===== config.mk =====
export PLATFORM = sky130hd
export DESIGN_NAME = elastic_pipe_stage
export DESIGN_NICKNAME = d
export VERILOG_FILES = /design/src/rtl/elastic_pipe_stage.sv
export SDC_FILE = /design/constraint.sdc
export NUM_CORES = 1
export LEC_CHECK = 0
export CORE_MARGIN = 3
export CORE_UTILIZATION = 52
export CTS_CLUSTER_SIZE = 30
export DETAILED_ROUTE_END_ITERATION = 6
export PLACE_DENSITY_LB_ADDON = 0.08
export SYNTH_ARGS = -nofsm -noshare
export SYNTH_HDL_FRONTEND = slang
export SYNTH_SLANG_ARGS = --single-unit

===== constraint.sdc =====
create_clock -name clk -period 2.1 [get_ports clk]
set_input_delay 0.21 -clock clk [delete_from_list [all_inputs] [get_ports clk]]
set_output_delay 0.21 -clock clk [all_outputs]
set_load 0.02 [all_outputs]

===== src/rtl/elastic_pipe_stage.sv =====
// -----------------------------------------------------------------------------
// elastic_pipe_stage
//
// Chain of STAGES elastic (skid-buffered) register stages.  Each stage keeps
// a main entry that feeds the next stage and a skid entry that catches a
// payload arriving while the main entry is blocked.  A stage's ready toward
// its upstream is the inverse of its skid valid bit.  Because that bit is a
// register, there is no combinational path from out_ready to in_ready, and
// full throughput is kept under back-pressure.
//
// Parameters
//   WIDTH          payload width in bits (>= 1)
//   STAGES         number of chained elastic stages (1..8)
//
// Ports
//   clk            clock, all state updates on posedge
//   reset_n        asynchronous active-low reset
//   flush          synchronous kill of every held entry (valid bits only)
//   in_valid       upstream payload valid
//   in_ready       block can accept (registered)
//   in_data        upstream payload
//   out_valid      downstream payload valid (registered)
//   out_ready      downstream accepts
//   out_data       downstream payload (registered)
//   occupancy      number of set main + skid valid bits
//
// Optional build macro ELASTIC_PIPE_STAGE_PERF_EN adds:
//   stall_cycles   saturating count of cycles with out_valid=1, out_ready=0
//   bubble_cycles  saturating count of cycles with out_valid=0, out_ready=1
// -----------------------------------------------------------------------------
module elastic_pipe_stage #(
   parameter int unsigned WIDTH  = 32,
   parameter int unsigned STAGES = 2
) (
   input  logic                             clk,
   input  logic                             reset_n,
   input  logic                             flush,
   input  logic                             in_valid,
   output logic                             in_ready,
   input  logic [WIDTH-1:0]                 in_data,
   output logic                             out_valid,
   input  logic                             out_ready,
   output logic [WIDTH-1:0]                 out_data,
   output logic [$clog2(2*STAGES+1)-1:0]    occupancy
`ifdef ELASTIC_PIPE_STAGE_PERF_EN
   ,
   output logic [31:0]                      stall_cycles,
   output logic [31:0]                      bubble_cycles
`endif
);

   localparam int unsigned OCC_W = $clog2(2*STAGES+1);

   logic [STAGES-1:0] main_v;
   logic [STAGES-1:0] skid_v;
   logic [WIDTH-1:0]  main_d [STAGES];
   logic [WIDTH-1:0]  skid_d [STAGES];

   // valid_chain[i] is the valid seen by stage i (bit STAGES is the block
   // output); ready_chain[i+1] is the ready seen by stage i (bit 0 is the
   // block input ready).
   logic [STAGES:0]   valid_chain;
   logic [STAGES:0]   ready_chain;
   logic [WIDTH-1:0]  up_data [STAGES];
   logic [STAGES-1:0] accept;
   logic [STAGES-1:0] drain;

   always_comb begin
      valid_chain = {main_v, in_valid};
      ready_chain = {out_ready, ~skid_v};
      up_data[0]  = in_data;
      for (int unsigned i = 1; i < STAGES; i++) begin
         up_data[i] = main_d[i-1];
      end
      // An upstream handshake during flush is dropped, so it is never
      // captured; a downstream handshake still drains normally.
      accept = valid_chain[STAGES-1:0] & ~skid_v & {STAGES{~flush}};
      drain  = main_v & ready_chain[STAGES:1];
   end

   always_ff @(posedge clk or negedge reset_n) begin
      if (!reset_n) begin
         main_v <= '0;
         skid_v <= '0;
         for (int unsigned i = 0; i < STAGES; i++) begin
            main_d[i] <= '0;
            skid_d[i] <= '0;
         end
      end else begin
         for (int unsigned i = 0; i < STAGES; i++) begin
            if (flush) begin
               // Only the valid bits are killed; payload registers keep
               // their contents.
               main_v[i] <= 1'b0;
               skid_v[i] <= 1'b0;
            end else if (!main_v[i] || drain[i]) begin
               if (skid_v[i]) begin
                  // Skid entry is older than anything arriving now, and
                  // ready was low, so no new payload competes for main.
                  main_d[i] <= skid_d[i];
                  main_v[i] <= 1'b1;
                  skid_v[i] <= 1'b0;
               end else begin
                  main_v[i] <= accept[i];
                  if (accept[i]) begin
                     main_d[i] <= up_data[i];
                  end
               end
            end else if (accept[i]) begin
               skid_d[i] <= up_data[i];
               skid_v[i] <= 1'b1;
            end
         end
      end
   end

   assign in_ready  = ready_chain[0];
   assign out_valid = valid_chain[STAGES];
   assign out_data  = main_d[STAGES-1];

   always_comb begin
      occupancy = '0;
      for (int unsigned i = 0; i < STAGES; i++) begin
         occupancy = occupancy + OCC_W'(main_v[i]) + OCC_W'(skid_v[i]);
      end
   end

`ifdef ELASTIC_PIPE_STAGE_PERF_EN
   always_ff @(posedge clk or negedge reset_n) begin
      if (!reset_n) begin
         stall_cycles  <= '0;
         bubble_cycles <= '0;
      end else begin
         if (out_valid && !out_ready && (stall_cycles != '1)) begin
            stall_cycles <= stall_cycles + 32'd1;
         end
         if (!out_valid && out_ready && (bubble_cycles != '1)) begin
            bubble_cycles <= bubble_cycles + 32'd1;
         end
      end
   end
`endif

endmodule


==> flow_summary.json, run 1 <==
{
  "p_clk_frac": 0.388,
  "vias": 3206,
  "die_area_um2": 13000,
  "min_period_ns": 2.13,
  "drt_first_pass_iters": 4,
  "yosysUniqueCellTypes": 19,
  "grt_overflow": 0,
  "clkTransAtPathRegs_ns": 0.05,
  "routabilityCongestion": 0.687,
  "fmax_mhz": 470,
  "place_ws_ns": -0.138,
  "synth_compound_area_frac": 0.00496,
  "criticalPathCategory": "flop to output pin",
  "die_x_um": 114,
  "root_buffer": "clkbuf_16",
  "netlist_top_cells_area": "dfrtp_1 (55%), mux2_2 (35%), buf_4 (4.8%)",
  "syn_inst": 400,
  "antenna_found_initial": 0,
  "grt_pass1_vias": 3635,
  "cp_num_buf_inv": 3,
  "hold_path_class": "input pin to asynchronous set/reset pin",
  "core_area_um2": 11100,
  "status": "finished with violations",
  "seqPwrFrac": 0.424,
  "nNetsFinal": 500,
  "fin_tns_setup_ns": -0.0274,
  "syn-num-nets": 440,
  "fp.dieH_um": 114,
  "ys_ff_latch": 132,
  "violations": "negative setup slack",
  "port_buffers": 73,
  "syn_area_um2": 6050,
  "path_cells": "inv_2 -> fa_1 -> inv_2 -> ha_4 -> ha_4 -> buf_6",
  "fin_crit_sh": 1.01,
  "start_util": 0.544,
  "clock_latency_ns": 0.41,
  "slowest_stage": "fa_1",
  "synth_top_family_by_area": "multiplexers",
  "synth_xor_area_frac": 0,
  "synth_top_area_share": 0.546,
  "p_int_w": 0.00572,
  "ir_drop_mv": 1.03,
  "cp_max_fo": 2,
  "setup_violations": 1,
  "synth_area_leader_cell": "dfrtp_1",
  "rsz0062_at_grt": "true",
  "final_util": 0.670,
  "total_power_w": 0.00756,
  "ctsLongestPathBuffers": 2,
  "drtAntennaViolNets": 0,
  "htreeDepth": 4,
  "slew_headroom": 0.582,
  "cp_data_required_time_ns": 1.89,
  "nFillCells": 831,
  "ys_warn_count": 0,
  "grt_pass1_wl_um": 18300,
  "end_kind": "output pin",
  "tightestPinTransition_ns": 0.627,
  "yosysSeqAreaShare": 0.546,
  "hold_viol": 0,
  "first_iter_violations": 108,
  "p_sw_w": 0.00184,
  "power_density_nw_per_um2": 1010,
  "combPwrFrac": 0.188,
  "clock-sinks": 132,
  "synth-simple-area-share": 0.0165,
  "hpwlAfterDp_um": 6880,
  "cts_buffers": 17,
  "swShare": 0.243,
  "wire_per_inst_um": 17.4,
  "critical_path_arrival_ns": 1.92,
  "p_leak_nw": 3.26,
  "via_per_inst": 5.23,
  "crit_path_max_incr_delay_ns": 0.54,
  "synth_area_per_cell_um2": 15.1,
  "grt_start_max_net_pins": 68,
  "synth_fa_ha_area_frac": 0.00744,
  "routed_wl_um": 10700,
  "fin_skew_ns": 0.00879,
  "grtUsageTotal": 0.185,
  "synthToLayoutAreaGrowth_pct": 23.1,
  "row_count": 38,
  "cts_tree": "done",
  "setup_ws_ns": -0.0274,
  "start_kind": "flop",
  "io_pins": 74,
  "drcViolationCount": 0,
  "synth_mux_area_frac": 0.357,
  "drv_slew": 0,
  "cpLargestDelayFamily": "adder cells",
  "insertedDiodeCount": 0,
  "drv_cap": 0,
  "drive_above_1_share": 0.529
}
## through the flow
step | std cells | hold slack, ns | area [µm²]
after floorplan | 400 | -0.0856 | 6050
after global placement | 577 | 0.259 | 6810
after detailed placement | 577 | 0.256 | 6810
after CTS | 611 | 0.392 | 7430
after global routing | 613 | 0.408 | 7450
final | 613 | 0.373 | 7450
## metal layers
metal	vias up	global-route usage	routed length, µm
met5	-	0	0
met4	0	0.0689	109
met3	10	0.0573	463
met2	52	0.305	5300
met1	1639	0.230	4810
li1	1505	-	-
## layout make-up
type                    instances  area [µm²]  share of cell area
well taps                     140         175              0.0235
multi-input cells             210        2360               0.317
clock inverters                11         133              0.0178
inverters                       6        22.5             0.00302
repair buffers                 93         995               0.133
clock buffers                  21         460              0.0618
flip-flops and latches        132        3310               0.444
## flip-flops by register name (all words and copies together), names as in the netlist
| signal | cells |
|---|---|
| out_data | 32 |
| skid_v | 2 |
| skid_d | 64 |
| main_v | 2 |
| main_d | 32 |
## power groups by stage
stage,Clock (W),Sequential (W),Combinational [W]
after CTS,0.00300,0.00321,0.00145
after global routing,0.00312,0.00327,0.00153
after floorplan,0,0.00317,0.00109
after detailed placement,0,0.00325,0.00143
after global placement,0,0.00323,0.00140
final,0.00294,0.00321,0.00142
## cells by family (layout without fill, tap and decap cells)
group,Yosys count,after routing
adder cells (fa/ha/maj),3,3
AND/OR/NAND/NOR,12,12
AO/OA/AOI/OAI,3,3
flip-flops,132,132
buffers and inverters,58,131
multiplexers,192,192
## worst reg2reg max path, stage by stage, from the launching register on
cell	delay, ns
dfrtp_2	0.36
buf_4	0.46
nor2_1	0.20
nor3_4	0.27
buf_12	0.21
mux2_2	0.35
## placed cells by master (no fill, tap or decap), types with 4 or more instances in the layout
master	count
inv_1	4
buf_4	10
dfrtp_1	130
clkdlybuf4s50_1	69
buf_12	9
mux2_1	6
mux2_2	186
clkinv_2	7
clkbuf_16	17
## synth_stat cells
cell      instances
fa_1              1
nor3_4            3
ha_1              2
mux2_1            6
inv_1             6
nand2_1           2
a211oi_4          1
mux2_2          186
buf_6             6
nor2b_1           1
nor2_1            2
buf_2             4
nor3_1            2
dfrtp_1         132
buf_4            39
nand2b_4          1
nand2b_1          1
a21oi_1           2
clkbuf_1          3
## final timing paths
kind                              from           end  slack [ns]  cells past startpoint
max                          skid_v[1]  occupancy[1]       -0.03                      6
min                            reset_n    skid_d[35]        0.37                      2
max reg2reg                  skid_v[1]  out_data[25]        0.12                      5
min reg2reg                 skid_d[38]    skid_d[38]        0.48                      1
max in group asynchronous      reset_n  out_data[25]        1.07                      3
min in group clk           in_data[28]    skid_d[60]        0.44                      2
## timing repair
action,CTS,global route
endpoints found under the hold margin,64,0
setup buffers,1,2
gates resized for setup,18,3
hold buffers,1,0
endpoints found under the setup margin,3,3
pin swaps,1,1
Note: power is estimated with default switching activity, not from simulation.
==> run 2: changes to the inputs <==
- CAP_MARGIN: not set -> 15
- CORE_MARGIN: 3 -> not set
==> flow_summary.json, run 2 (same netlist as run 1, synthesis figures left out) <==
{
  "busiest_layer": "met2",
  "clkTransAtPathRegs_ns": 0.05,
  "die_x_um": 110,
  "wire_per_inst_um": 17.4,
  "crit_path_max_incr_delay_ns": 0.56,
  "layout_common_cells": "mux2_2 (186), dfrtp_1 (130), clkdlybuf4s50_1 (69)",
  "hold_viol": 0,
  "drt_first_pass_iters": 4,
  "drcViolationCount": 0,
  "grt_start_max_net_pins": 57,
  "antenna_found_initial": 0,
  "fmax_mhz": 468,
  "start_util": 0.533,
  "final_util": 0.659,
  "first_iter_violations": 76,
  "row_count": 39,
  "place_area_um2": 6780,
  "setup_ws_ns": -0.0386,
  "insertedDiodeCount": 0,
  "cts_tree": "done",
  "ir_drop_mv": 1.01,
  "grtUsageMet1": 0.272,
  "rsz0062_at_grt": "true",
  "cts_setup_buffers": 0,
  "p_leak_nw": 3.27,
  "nNetsFinal": 497,
  "start_kind": "flop",
  "drv_cap": 0,
  "min_period_ns": 2.14,
  "final_area_um2": 7490,
  "vias": 3246,
  "nFillCells": 855,
  "fp.dieH_um": 110,
  "die_area_um2": 12100,
  "slowest_stage": "fa_1",
  "clock_latency_ns": 0.41,
  "cp_max_fo": 2,
  "hold_path_class": "input pin to asynchronous set/reset pin",
  "regMostFlops": "skid_d",
  "criticalPathCategory": "flop to output pin",
  "routed_wl_um": 10700,
  "tightestPinTransition_ns": 0.571,
  "final-instance-count-excl-fill": 613,
  "use_met3": 0.0646,
  "via_per_inst": 5.30,
  "drtAntennaViolNets": 0,
  "clock-sinks": 132,
  "cp_data_required_time_ns": 1.89,
  "use_met2": 0.317,
  "final_common_cell": "mux2_2",
  "ctsLongestPathBuffers": 2,
  "grt_pass1_vias": 3446,
  "port_buffers": 73,
  "largest_reg_flops": 64,
  "violations": "negative setup slack",
  "drv_slew": 0,
  "setup_violations": 1,
  "routabilityCongestion": 0.694,
  "htreeDepth": 4,
  "path_cells": "inv_2 -> fa_1 -> inv_2 -> ha_4 -> ha_4 -> buf_6",
  "grt_overflow": 0,
  "slew_headroom": 0.619,
  "status": "finished with violations",
  "drive_above_1_share": 0.526,
  "cts_buffers": 17,
  "io_pins": 74,
  "core_area_um2": 11400,
  "end_kind": "output pin",
  "fin_skew_ns": 0.00850,
  "grt_pass1_wl_um": 17900,
  "fin_crit_sh": 1.02,
  "placed_cells": 580,
  "hpwlAfterDp_um": 6660,
  "synthToLayoutAreaGrowth_pct": 23.7,
  "root_buffer": "clkbuf_16",
  "critical_path_arrival_ns": 1.93,
  "power_density_nw_per_um2": 1060,
  "grtUsageTotal": 0.204
}
## run 2: layout make-up
type / instances / area (µm²) / share of cell area
inverters: 6 / 22.5 / 0.00301
flip-flops and latches: 132 / 3310 / 0.441
repair buffers: 90 / 947 / 0.126
multi-input cells: 210 / 2360 / 0.315
clock buffers: 22 / 474 / 0.0633
well taps: 143 / 179 / 0.0239
clock inverters: 10 / 200 / 0.0267
## run 2: repair_timing
item | 4_1_cts | 5_1_grt
pin swaps | 2 | 0
endpoints found under the setup margin | 3 | 26
hold buffers | 1 | 0
resized for setup | 19 | 2
cloned | 0 | 0
hold endpoints to repair | 54 | 0
## run 2: worst paths after layout
check                             from           end  slack (ns)  depth (start not counted)
max in group asynchronous      reset_n     skid_v[1]        1.14                          3
min in group clk           in_data[27]    skid_d[59]        0.43                          2
hold / removal                 reset_n   out_data[6]        0.33                          2
hold reg to reg              skid_d[6]     skid_d[6]        0.48                          1
setup reg to reg             skid_v[1]  out_data[28]        0.10                          5
setup / recovery             skid_v[1]  occupancy[1]       -0.04                          6
## run 2: power by group
group	internal, W	switching (W)
clock network	0.00231	0.00103
registers	0.00298	0.000232
logic	0.000829	0.000581
total	0.00612	0.00184
## run 2: per-stage QoR
stage / setup TNS, ns / hold WS, ns / power (W) / setup WS, ns
after CTS: -0.0759 / 0.344 / 0.00806 / -0.0759
final: -0.0386 / 0.330 / 0.00796 / -0.0386
after global placement: -0.109 / 0.214 / 0.00462 / -0.109
after global routing: -0.339 / 0.385 / 0.00832 / -0.101
after floorplan: 0 / -0.0856 / 0.00426 / 0.0120
after detailed placement: -0.116 / 0.211 / 0.00467 / -0.116
## run 2: critical path, delay by kind of cell, from the launching register on
kind | cells | cell delay (ns)
buffers and inverters | 3 | 0.19
adder cells (fa/ha/maj) | 3 | 0.97
flip-flops | 1 | 0.36
## run 2: routing by layer
metal / share of wire / vias to the layer above / wire, µm
met2: 0.48 / 57 / 5140
met3: 0.041 / 10 / 434
li1: - / 1495 / -
met4: 0.0099 / 0 / 105
met5: 0 / - / 0
met1: 0.47 / 1684 / 4970
==> variant (config.mk and constraints of run 1) <==
`WIDTH`: 32 -> 16.
--- a/src/rtl/elastic_pipe_stage.sv
+++ b/src/rtl/elastic_pipe_stage.sv
@@ -31,3 +31,3 @@
 module elastic_pipe_stage #(
-   parameter int unsigned WIDTH  = 32,
+   parameter int unsigned WIDTH  = 16,
    parameter int unsigned STAGES = 2
Interface: changed (resized in_data and out_data); port bits go from 74 to 42. No check against the original RTL was run, so the function may have changed too.
==> variant against run 1 <==
Count of clock-buffer cells in the layout shrank 10. Routed wire length is 46% lower. Fmax is 4.0% higher. Sequential cell count down 64. Synthesized area fell by 47%. Register-to-register slack improved by 0.12 ns. Non-clock buffer count is 37 lower. Total power is 55% lower. Design area down 49%. Worst setup slack gained 0.082 ns. Die area down 45%.
==> variant: results (changes against run 1) <==
stage;metric;value;unit;change
setup_path;slowest_stage;fa_1;;
setup_path;rr_endpoint;skid_d[17]$_DFFE_PN0P_;;
clocking;cts_buffers;9;;-8
yosys;yosysSeqAreaShare;53.33;%;-1.2 points
grt;grt_max_degree;37;;-46%
setup_path;rrSetupSlack;0.24;ns;+0.12 ns
power;vdd_drop_max;0.0006171;V;-40%
detailed_routing;vias;1773;;-45%
grt;grt_pass1_wl;10.04;mm;-45%
placement;gp_congestion;0.7892;;+15%
final_layout;layoutNonFillerInstCount;330;;-46%
detailed_routing;wl;5.809;mm;-46%
final_layout;largest_reg_flops;32;;-50%
clocking;cts-root-buf;clkbuf_8;;
clocking;cts_max_level;3;;-1
clocking;clkTransAtPathRegs;0.07;ns;+0.02 ns
setup_path;crit_arrival;1.84;ns;-0.08 ns
clocking;postCtsSetupBuffers;0;;-1
sta;tightest_slew;0.4468;ns;-0.1801 ns
yosys;synth.net_count;236;;-46%
yosys;synth_compound_area_share;0.7059;%;+0.21 points
detailed_routing;drt_pass1_iterations;4;;unchanged
clocking;clock_latency;0.33;ns;-0.08 ns
outcome;status;finished, final reports clean;;
final_layout;fin_nets;277;;-45%
yosys;ys_top_cells_by_area;dfrtp_1 53%, mux2_2 30%, buf_4 4.9%;;
placement;dpl.hpwl;4.031;mm;-41%
grt;grt_pass1_vias;1988;;-45%
sta;fin_skew;0.004272;ns;-0.004515 ns
yosys;ys_top_cells_by_count;86 x mux2_2, 68 x dfrtp_1, 21 x buf_4;;
yosys;async_flop_share;100.0;%;unchanged
final_layout;largest_register;skid_d;;
grt;grt_use_total;18.11;%;-0.37 points
yosys;netlist_instances;212;;-47%
grt;antenna_found_initial;0;;unchanged
setup_path;endpoint;occupancy[1];;
flow_run;drv_cap;0;;unchanged
final_layout;layout-drive-gt1-share;53.49;%;+0.63 points
setup_path;critical-path-top-delay-family;adder cells;;
clocking;clockBufferDepth;2;;unchanged
detailed_routing;drt_iter0_drc;60;;-44%
yosys;synth-adder-area-share;1.412;%;+0.67 points
placement;dp_cells;313;;-46%
setup_path;cpPeakStageDelay;0.55;ns;
placement;io_buffers;41;;-44%
yosys;yosysWarnings;0;;unchanged
setup_path;r2r_start;skid_v[1]$_DFFE_PN0P_;;
yosys;muxShareOfSynthArea;35.06;%;-0.65 points
hold_path;hp-class;input pin to async pin;;
sta;worst_hold_slack;0.4806;ns;+0.1081 ns
setup_path;cp_max_fo;2;;unchanged
setup_path;r2r_cells;5;;unchanged
yosys;synth-xor-area-share;0;%;unchanged
setup_path;startpoint;main_v[1]$_DFFE_PN0N_;;
placement;dpl_cell_area;0.003590;mm2;-47%
yosys;post_synth_num_cell_types;23;;+4
final_layout;n_fill_cell;412;;-50%
final_layout;antenna_cells;0;;unchanged
power;leakage;0.001700;uW;-48%
==> variant: timing repair <==
| item | 4_1_cts | 5_1_grt |
|---|---|---|
| setup endpoints to repair | 3 | 2 |
| gates cloned | 0 | 0 |
| hold buffers | 1 | 0 |
| resized for setup | 17 | 3 |
| hold endpoints to repair | 68 | 0 |
| pin swaps | 2 | 1 |
==> variant: power breakdown <==
| group | internal, uW | switching [uW] |
|---|---|---|
| sequential | 1530 | 125 |
| combinational | 454 | 309 |
| clock | 543 | 466 |
| total | 2530 | 900 |
==> variant: worst reg2reg max path, stage by stage (launching register included) <==
cell and delay, ns:
dfrtp_1 0.36, buf_4 0.30, nand2_1 0.19, nor4b_4 0.29, buf_4 0.25, mux2_2 0.36
==> variant: metal layers <==
| layer | global-route usage [%] | vias up | share of wire [%] |
|---|---|---|---|
| li1 | - | 813 | - |
| met1 | 22.98 | 906 | 44 |
| met2 | 29.77 | 41 | 49 |
| met3 | 3.631 | 13 | 4.1 |
| met4 | 8.777 | 0 | 2.4 |
| met5 | 0 | - | 0 |
==> variant: final cells by class <==
class / instances / area share (%)
timing repair buffer: 56 / 13.47
clock inverter: 5 / 1.383
sequential: 68 / 44.78
clock buffer: 11 / 3.457
tap: 72 / 2.371
inverter: 6 / 0.5927
multi-input combinational: 112 / 33.95
==> variant: kinds of logic after synthesis <==
logic type | after synthesis
flops | 68
mux | 96
fa+ha+maj | 3
buf+inv | 32
compound gates | 3
simple gates | 10
==> variant: metrics by stage <==
| step | setup slack (ns) | utilization [%] |
|---|---|---|
| floorplan | 0.05541 | - |
| global placement | -0.07259 | 62.88 |
| detailed placement | -0.1310 | 62.88 |
| CTS | 0.007866 | 66.49 |
| global route | -0.007115 | 66.56 |
| finish | 0.05464 | 66.56 |
